--- config.mk ---
export PLATFORM = sky130hd
export DESIGN_NAME = siso_seq_ctrl
export DESIGN_NICKNAME = d
export VERILOG_FILES = /design/src/rtl/siso_pkg.sv /design/src/rtl/siso_seq_ctrl.sv
export SDC_FILE = /design/constraint.sdc
export NUM_CORES = 1
export LEC_CHECK = 0
export CORE_MARGIN = 4
export CORE_UTILIZATION = 51
export CTS_BUF_LIST = sky130_fd_sc_hd__clkbuf_16
export DETAILED_ROUTE_END_ITERATION = 10
export GPL_TIMING_DRIVEN = 1
export PLACE_DENSITY = 0.78
export SETUP_SLACK_MARGIN = 0.3
export SLEW_MARGIN = 40
export SYNTH_ARGS = -nofsm -noshare
export SYNTH_HDL_FRONTEND = slang
export SYNTH_SLANG_ARGS = --single-unit
--- constraint.sdc ---
create_clock -name clk -period 1.86 [get_ports clk]
set_input_delay 0.372 -clock clk [delete_from_list [all_inputs] [get_ports clk]]
set_output_delay 0.372 -clock clk [all_outputs]
set_load 0.005 [all_outputs]
--- src/rtl/siso_pkg.sv ---
// -----------------------------------------------------------------------------
// siso_pkg
// Shared definitions for the SISO sequencing controller:
//   seq_state_t : controller FSM states (IDLE, RUN, DONE)
//   cnt_w()     : width of the RUN-phase cycle counter for a given word width
//                 and chain depth (never less than one bit)
// -----------------------------------------------------------------------------
package siso_pkg;

    typedef enum logic [1:0] {
        IDLE = 2'd0,
        RUN  = 2'd1,
        DONE = 2'd2
    } seq_state_t;

    // The counter spans 0..width+depth-1, so $clog2(width+depth) bits suffice.
    function automatic int cnt_w(input int width, input int depth);
        int w;
        w = $clog2(width + depth);
        return (w < 1) ? 1 : w;
    endfunction

endpackage

--- src/rtl/siso_seq_ctrl.sv ---
// -----------------------------------------------------------------------------
// siso_seq_ctrl
// Sends a parallel word MSB-first into an external SISO shift-register chain,
// captures the same number of bits back after the chain latency, and reports
// the reassembled word together with a loopback-match flag.
//
// Parameters
//   WIDTH : bits per word
//   DEPTH : flop stages in the attached SISO chain (>= 1)
//
// Ports
//   clk        in   rising-edge clock
//   clear      in   synchronous active-high reset
//   abort      in   drop the in-flight word (only honoured in RUN)
//   in_valid   in   producer word valid
//   in_ready   out  controller can accept a word (IDLE)
//   in_data    in   word to send, bit WIDTH-1 first
//   siso_in    out  drives the chain's serial input
//   siso_clear out  drives the chain's synchronous clear
//   siso_out   in   chain's serial output
//   out_valid  out  one-cycle result pulse (DONE)
//   out_data   out  reassembled word, first captured bit in the MSB
//   out_match  out  out_data equals the accepted in_data
//   busy       out  high in RUN and DONE
// -----------------------------------------------------------------------------
module siso_seq_ctrl
    import siso_pkg::*;
#(
    parameter int WIDTH = 4,
    parameter int DEPTH = 4
) (
    input  logic             clk,
    input  logic             clear,
    input  logic             abort,
    input  logic             in_valid,
    output logic             in_ready,
    input  logic [WIDTH-1:0] in_data,
    output logic             siso_in,
    output logic             siso_clear,
    input  logic             siso_out,
    output logic             out_valid,
    output logic [WIDTH-1:0] out_data,
    output logic             out_match,
    output logic             busy
);

    localparam int CW = cnt_w(WIDTH, DEPTH);

    // Counter landmarks: transmit while cnt < CNT_TX, capture from CNT_RX0
    // onwards, leave RUN at CNT_LAST. All values fit in CW bits.
    localparam logic [CW-1:0] CNT_TX   = CW'(WIDTH);
    localparam logic [CW-1:0] CNT_RX0  = CW'(DEPTH);
    localparam logic [CW-1:0] CNT_LAST = CW'(WIDTH + DEPTH - 1);

    seq_state_t       state_q,     state_d;
    logic [CW-1:0]    cnt_q,       cnt_d;
    logic [WIDTH-1:0] tx_sh_q,     tx_sh_d;
    logic [WIDTH-1:0] tx_ref_q,    tx_ref_d;
    logic [WIDTH-1:0] rx_sh_q,     rx_sh_d;
    logic             out_valid_q, out_valid_d;
    logic [WIDTH-1:0] out_data_q,  out_data_d;
    logic             out_match_q, out_match_d;

    logic [WIDTH-1:0] rx_next;

    // Receive shift: oldest bit drifts towards the MSB. The cast drops the
    // bit that falls off the top and also covers WIDTH == 1.
    assign rx_next = WIDTH'({rx_sh_q, siso_out});

    // -------------------------------------------------------------------------
    // State registers
    // -------------------------------------------------------------------------
    // NOTE: sequential state uses non-blocking assignments so every register
    // samples the pre-edge values, independent of statement order.
    always_ff @(posedge clk) begin
        if (clear) begin
            state_q     <= IDLE;
            cnt_q       <= '0;
            tx_sh_q     <= '0;
            tx_ref_q    <= '0;
            rx_sh_q     <= '0;
            out_valid_q <= 1'b0;
            out_data_q  <= '0;
            out_match_q <= 1'b0;
        end else begin
            state_q     <= state_d;
            cnt_q       <= cnt_d;
            tx_sh_q     <= tx_sh_d;
            tx_ref_q    <= tx_ref_d;
            rx_sh_q     <= rx_sh_d;
            out_valid_q <= out_valid_d;
            out_data_q  <= out_data_d;
            out_match_q <= out_match_d;
        end
    end

    // -------------------------------------------------------------------------
    // Next-state logic
    // -------------------------------------------------------------------------
    // NOTE: every signal gets its hold/default value first, so no path through
    // the case statement can leave one unassigned and infer a latch.
    always_comb begin
        state_d     = state_q;
        cnt_d       = cnt_q;
        tx_sh_d     = tx_sh_q;
        tx_ref_d    = tx_ref_q;
        rx_sh_d     = rx_sh_q;
        out_valid_d = 1'b0;
        out_data_d  = out_data_q;
        out_match_d = out_match_q;

        unique case (state_q)
            IDLE: begin
                if (in_valid) begin
                    tx_sh_d  = in_data;
                    tx_ref_d = in_data;
                    rx_sh_d  = '0;
                    cnt_d    = '0;
                    state_d  = RUN;
                end
            end

            RUN: begin
                if (abort) begin
                    // Result registers are left untouched; IDLE flushes the chain.
                    state_d = IDLE;
                end else begin
                    if (cnt_q < CNT_TX) begin
                        tx_sh_d = tx_sh_q << 1;
                    end
                    // The upper capture bound (DEPTH+WIDTH) is never reached:
                    // the terminal count leaves RUN first.
                    if (cnt_q >= CNT_RX0) begin
                        rx_sh_d = rx_next;
                    end
                    if (cnt_q == CNT_LAST) begin
                        // The last bit lands on this same edge, so the result
                        // is taken from the next-state receive register.
                        state_d     = DONE;
                        out_valid_d = 1'b1;
                        out_data_d  = rx_sh_d;
                        out_match_d = (rx_sh_d == tx_ref_q);
                    end else begin
                        cnt_d = cnt_q + 1'b1;
                    end
                end
            end

            DONE: begin
                state_d = IDLE;
            end

            default: begin
                state_d = IDLE;
            end
        endcase
    end

    // -------------------------------------------------------------------------
    // Outputs
    // -------------------------------------------------------------------------
    assign in_ready   = (state_q == IDLE);
    assign busy       = (state_q == RUN) || (state_q == DONE);
    assign siso_clear = clear || (state_q == IDLE);
    assign siso_in    = (!clear && (state_q == RUN) && (cnt_q < CNT_TX))
                        ? tx_sh_q[WIDTH-1] : 1'b0;

    assign out_valid  = out_valid_q;
    assign out_data   = out_data_q;
    assign out_match  = out_match_q;

endmodule

==> results.toml, run 1 <==
[worst_setup_path]
required_ps = 1490
cp_max_fo = 3
ff2ff_setup_slack_ps = 250
worstReg2RegStart = "state_q[1]"
cp-start-kind = "flop"
worstRegToRegCells = 8
crit_start = "state_q[1]"
cp.arrival_ps = 1250
critPathKind = "reg -> out"
end_kind = "output pin"
rr_endpoint = "state_q[0]"

[sta]
timing_hold_violations_final = 0
slew_headroom_pct = 78.8
finClkSkew_ps = 1.25
setup_viol = 0
clock.fmax_mhz = 618
rsz0062_at_grt = "yes"
slew_viol_final = 0
finalCriticalPeriod_ps = 1620
tightest_slew_ps = 316
finalCritPeriodShare_pct = 87.1

[synth]
synthAdderAreaFrac_pct = 5.70
syn_area_per_cell_sq_um = 9.22
yosysSeqAreaShare_pct = 42.0
synthesis.area_sq_um = 1100
synth_xor_area_share_pct = 3.19
ys_types = 30
syn-num-nets = 133
synth_compound_area_share_pct = 17.2
synth-simple-area-share_pct = 17.4
ys_seq_elements = 23
synth_mux_area_share_pct = 9.58
yosys_warnings = 0
synth_cells = 119
synth_top_family_by_area = "simple AND/OR/NAND/NOR gates"

[cts]
htree_levels = 1
cts_root_buf = "clkbuf_16"
hold_buffers = 0
clockBufferDepth = 2
cts_tree = "yes"
insertion_delay_ps = 250
cts-buffers-inserted = 3
path_clk_slew_ps = 60
cts.sinks = 23

[global_route]
track_usage_pct = 19.8
grt_pass1_vias = 972
grt_max_degree = 19
grt.met1_usage_pct = 23.0
gr-total-overflow = 0
gr-usage-met3_pct = 3.27
grt_antenna_before_repair = 0
grt_pass1_wl_microns = 4230
grt_busiest_layer = "met2"
met2_usage_pct = 35.9

[floorplanning]
dieArea_sq_um = 2960
row_count = 16
die_height_microns = 54.4
core_sq_um = 2000
boundaryPins = 19
start_util_pct = 54.8
die_w_microns = 54.4

[hold_path]
hp-class = "reg -> reg"
min_path_cells = 2
whs_endpoint = "cnt_q[1]"
hold_path.startpoint = "cnt_q[1]"

[final_layout]
antennaDiodeCount = 0
fillers = 138
drive_above_1_share_pct = 26.4
post-route-util_pct = 74.9
fin_nets = 159
fin_cells = 171
syn2layout_area_growth_pct = 36.7
final_cell_mix = "dfxtp_1, nor2_1, clkdlybuf4s50_1"
final_common_cell = "dfxtp_1"

[route]
vias_per_cell = 5.68
drtIter0Drc = 27
drc = 0
vias = 972
first_pass_iters = 4
antenna_left = 0
wl_per_cell_microns = 14.9
wl_microns = 2540

[placed_design]
io_buffers = 18
dp_hpwl_microns = 1730
placed_cells = 165
place.gp.congestion = 0.736

[outcome]
status = "finished clean"

[pwr]
ir_drop_mv = 0.528
p_leak_nw = 0.556
p_per_area_nw_per_um2 = 823

[job]
maxCapViolCount = 0
==> timing repair <==
item | 4_1_cts | 5_1_grt
setup buffers | 0 | 2
setup endpoints to repair | 15 | 13
resized for setup | 29 | 11
pin swaps | 1 | 2
==> metrics by stage <==
| step | setup slack [ps] | area (sq um) | setup TNS [ps] | total power, mW | hold WS, ps |
|---|---|---|---|---|---|
| floorplan | 308 | 1100 | 0 | 0.669 | 436 |
| global placement | -206 | 1330 | -324 | 0.741 | 448 |
| detailed placement | -231 | 1330 | -345 | 0.746 | 459 |
| CTS | 247 | 1450 | 0 | 1.21 | 466 |
| global route | 183 | 1500 | 0 | 1.28 | 489 |
| finish | 241 | 1500 | 0 | 1.23 | 469 |
==> power breakdown <==
part,internal (mW),leakage [nW],switching (mW)
combinational,0.119,0.326,0.127
clock,0.287,0.0423,0.169
sequential,0.517,0.188,0.0167
==> cell usage after synthesis, drive strengths merged <==
library cell | n | area (sq um)
dfxtp | 23 | 460
nor2 | 13 | 48.8
a21oi | 11 | 55.1
nand2 | 10 | 37.5
mux2i | 9 | 90.1
a211oi | 5 | 42.5
ha | 5 | 62.6
a22oi | 4 | 30.0
buf | 4 | 31.3
nand3 | 4 | 20.0
nand4 | 4 | 25.0
xor2 | 4 | 35.0
a311oi | 3 | 26.3
clkbuf | 3 | 11.3
inv | 3 | 11.3
nor2b | 3 | 18.8
o21ai | 3 | 22.5
and2 | 1 | 6.26
and3 | 1 | 6.26
mux2 | 1 | 15.0
nand2b | 1 | 6.26
nor3b | 1 | 7.51
nor4b | 1 | 8.76
o31ai | 1 | 12.5
or2 | 1 | 6.26
==> registers in the layout, indices dropped and copies added, names as in the netlist <==
register   count
out_valid      1
tx_ref_q       4
out_data       4
tx_sh_q        4
out_match      1
rx_sh_q        4
cnt_q          3
state_q        2
==> per-layer routing <==
| metal | vias to the layer above | part of all wire, % |
|---|---|---|
| met2 | 29 | 53 |
| met5 | - | 0 |
| met1 | 458 | 41 |
| met4 | 0 | 1.6 |
| met3 | 5 | 5.0 |
| li1 | 480 | - |
==> worst max path at each step <==
stage | endpoint | slack [ps] | cells after the start
after floorplan | cnt_q[0] | 310 | 7
after CTS | siso_in | 250 | 5
final | siso_in | 240 | 5
after global routing | out_data[2] | 180 | 8
after detailed placement | siso_in | -230 | 3
after global placement | siso_in | -210 | 3
==> cells by family (layout without fill, tap and decap cells) <==
group           count (synthesis)  in the layout
compound gates                 27             27
xor+xnor                        4              4
mux                            10             10
flops                          23             23
simple gates                   40             40
fa+ha+maj                       5              5
buf+inv                        10             35
==> worst max-delay path: stages, from the launching register on <==
cell and delay, ps:
dfxtp_2 340, inv_4 80, ha_4 150, inv_4 40, nor4b_4 250, buf_2 150
==> cell type report <==
class / count / area (sq um) / area share [%]
clock buffers: 3 / 75.1 / 5.00
clock inverters: 1 / 3.75 / 0.250
inverters: 3 / 16.3 / 1.08
multi-input cells: 86 / 663 / 44.2
flip-flops and latches: 23 / 465 / 31.0
well taps: 27 / 33.8 / 2.25
repair buffers: 28 / 243 / 16.2
No activity file was read; power rests on OpenSTA's default activity.
==> run 2: changes to the inputs <==
--- a/config.mk
+++ b/config.mk
@@ -5,12 +5,11 @@
 export SDC_FILE = /design/constraint.sdc
 export NUM_CORES = 1
 export LEC_CHECK = 0
-export CORE_MARGIN = 4
-export CORE_UTILIZATION = 51
+export CORE_UTILIZATION = 55
 export CTS_BUF_LIST = sky130_fd_sc_hd__clkbuf_16
 export DETAILED_ROUTE_END_ITERATION = 10
 export GPL_TIMING_DRIVEN = 1
-export PLACE_DENSITY = 0.78
+export PLACE_DENSITY = 0.84
 export SETUP_SLACK_MARGIN = 0.3
 export SLEW_MARGIN = 40
 export SYNTH_ARGS = -nofsm -noshare
==> constraint.sdc (replaced) <==
create_clock -name clk -period 2 [get_ports clk]
set_input_delay 0.4 -clock clk [delete_from_list [all_inputs] [get_ports clk]]
set_output_delay 0.4 -clock clk [all_outputs]
set_load 0.005 [all_outputs]
==> run 2 against run 1 <==
Net effect: sequential power fell by 6.9%; cell count fell by 1.2%; via count fell by 1.0%; critical endpoint is now tx_sh_q[2]; power fell by 7.5%; utilization rose by 7.6 points; first-iteration DRC count fell by 30%; combinational power fell by 7%.
==> results.toml, run 2 (synthesis gave the netlist of run 1 again) <==
[placed_design]
place.gp.congestion = 0.818
io_buffers = 18
placed_cells = 162
place_ws_ps = -125
dp_hpwl_microns = 1710

[final_layout]
drive_above_1_share_pct = 20.8
fin_nets = 159
fillers = 122
final_cell_mix = "dfxtp_1, nor2_1, clkdlybuf4s50_1"
antennaDiodeCount = 0
final_common_cell = "dfxtp_1"
syn2layout_area_growth_pct = 35.6
fin_cells = 169

[worst_setup_path]
critPathKind = "reg -> reg"
cp-start-kind = "flop"
worstRegToRegCells = 8
end_kind = "flop"
crit_path_top_delay_cell = "dfxtp_4"
critPathMaxStageDelay_ps = 370
cp_max_fo = 7
required_ps = 2120
worstReg2RegStart = "state_q[0]"
cp.arrival_ps = 1830
timing.critical_path.cells = "inv_2 -> ha_4 -> buf_6 -> buf_4 -> mux2_4 -> buf_12 -> a21oi_1 -> a311oi_1"
crit_start = "state_q[0]"
worst-path-stages = 8
worst-path-buf-inv = 4
critPathTopFamily = "buffers and inverters"

[sta]
tightest_slew_ps = 339
rsz0062_at_grt = "yes"
slew_headroom_pct = 77.3
worst_slack_ps = 288
finalCriticalPeriod_ps = 1710
setup_viol = 0
timing_hold_violations_final = 0
clock.fmax_mhz = 584
finalCritPeriodShare_pct = 85.6
slew_viol_final = 0
finClkSkew_ps = 3.00

[route]
wl_per_cell_microns = 14.5
antenna_left = 0
drtIter0Drc = 19
first_pass_iters = 4
vias = 962
vias_per_cell = 5.69
drc = 0
wl_microns = 2450

[pwr]
total_power_mw = 1.14
p_leak_nw = 0.559
p_per_area_nw_per_um2 = 768
ir_drop_mv = 0.584

[global_route]
grt_pass1_vias = 838
track_usage_pct = 23.1
gr-total-overflow = 0
grt_pass1_wl_microns = 3510
grt_antenna_before_repair = 0
grt_max_degree = 18

[cts]
htree_levels = 1
path_clk_slew_ps = 60
cts.sinks = 23
hold_buffers = 0
clockBufferDepth = 2
cts-buffers-inserted = 3
insertion_delay_ps = 250
cts_tree = "yes"
cts_root_buf = "clkbuf_16"

[floorplanning]
dieArea_sq_um = 2180
start_util_pct = 60.9
die_height_microns = 46.7
core_sq_um = 1800
boundaryPins = 19
row_count = 15
die_w_microns = 46.7

[outcome]
status = "finished clean"

[job]
maxCapViolCount = 0

[hold_path]
hold_path.startpoint = "cnt_q[1]"
hp-class = "reg -> reg"
min_path_cells = 2
[run 2: stage by stage]
| stage | instance area (sq um) | hold WS, ps | setup TNS (ps) | utilization (%) |
|---|---|---|---|---|
| 6_report | 1490 | 456 | 0 | 82.6 |
| 3_5_place_dp | 1330 | 456 | -125 | 73.9 |
| 4_1_cts | 1440 | 459 | 0 | 79.9 |
| 2_1_floorplan | 1100 | 436 | 0 | - |
| 3_3_place_gp | 1330 | 443 | -128 | 73.9 |
| 5_1_grt | 1490 | 494 | 0 | 82.6 |
[run 2: worst reg2reg max path, cell delays in order (launching register included)]
cell	delay, ps
dfxtp_4	370
inv_2	50
ha_4	150
buf_6	110
buf_4	150
mux2_4	360
buf_12	150
a21oi_1	170
a311oi_1	80
[run 2: metal layers]
| metal | routed length (microns) | track usage [%] |
|---|---|---|
| met1 | 1040 | 26.2 |
| met2 | 1300 | 42.2 |
| met3 | 89 | 3.92 |
| met4 | 27 | 9.14 |
| met5 | 0 | 0 |
[run 2: what timing repair did]
action / 4_1_cts / 5_1_grt
pin swaps: 1 / 0
resized for setup: 15 / 11
endpoints found under the setup margin: 4 / 5
setup buffers: 1 / 2
[run 2: area by class of cell]
class / count / area, sq um / share of cell area (%)
Inverter: 3 / 11.3 / 0.757
Multi-Input combinational cell: 86 / 631 / 42.4
Timing Repair Buffer: 28 / 270 / 18.2
Clock buffer: 3 / 75.1 / 5.05
Clock inverter: 1 / 3.75 / 0.252
Tap cell: 25 / 31.3 / 2.10
Sequential cell: 23 / 465 / 31.3
[run 2: worst paths after layout]
path           endpoint  slack [ps]
max          tx_sh_q[2]         290
min            cnt_q[1]         460
max reg2reg  tx_sh_q[2]         290
min reg2reg    cnt_q[1]         460
[run 2: where the power goes]
group / total [mW] / internal, mW / switching, mW
sequential: 0.497 / 0.481 / 0.0160
clock: 0.417 / 0.266 / 0.150
combinational: 0.229 / 0.113 / 0.115
==> run 3: changes to the inputs <==
--- a/config.mk
+++ b/config.mk
@@ -7,6 +7,7 @@
 export LEC_CHECK = 0
 export CORE_UTILIZATION = 55
 export CTS_BUF_LIST = sky130_fd_sc_hd__clkbuf_16
+export CTS_CLUSTER_SIZE = 28
 export DETAILED_ROUTE_END_ITERATION = 10
 export GPL_TIMING_DRIVEN = 1
 export PLACE_DENSITY = 0.84
==> results of run 3 <==
No change in the layout: final DEF, timing and power equal those of run 2.
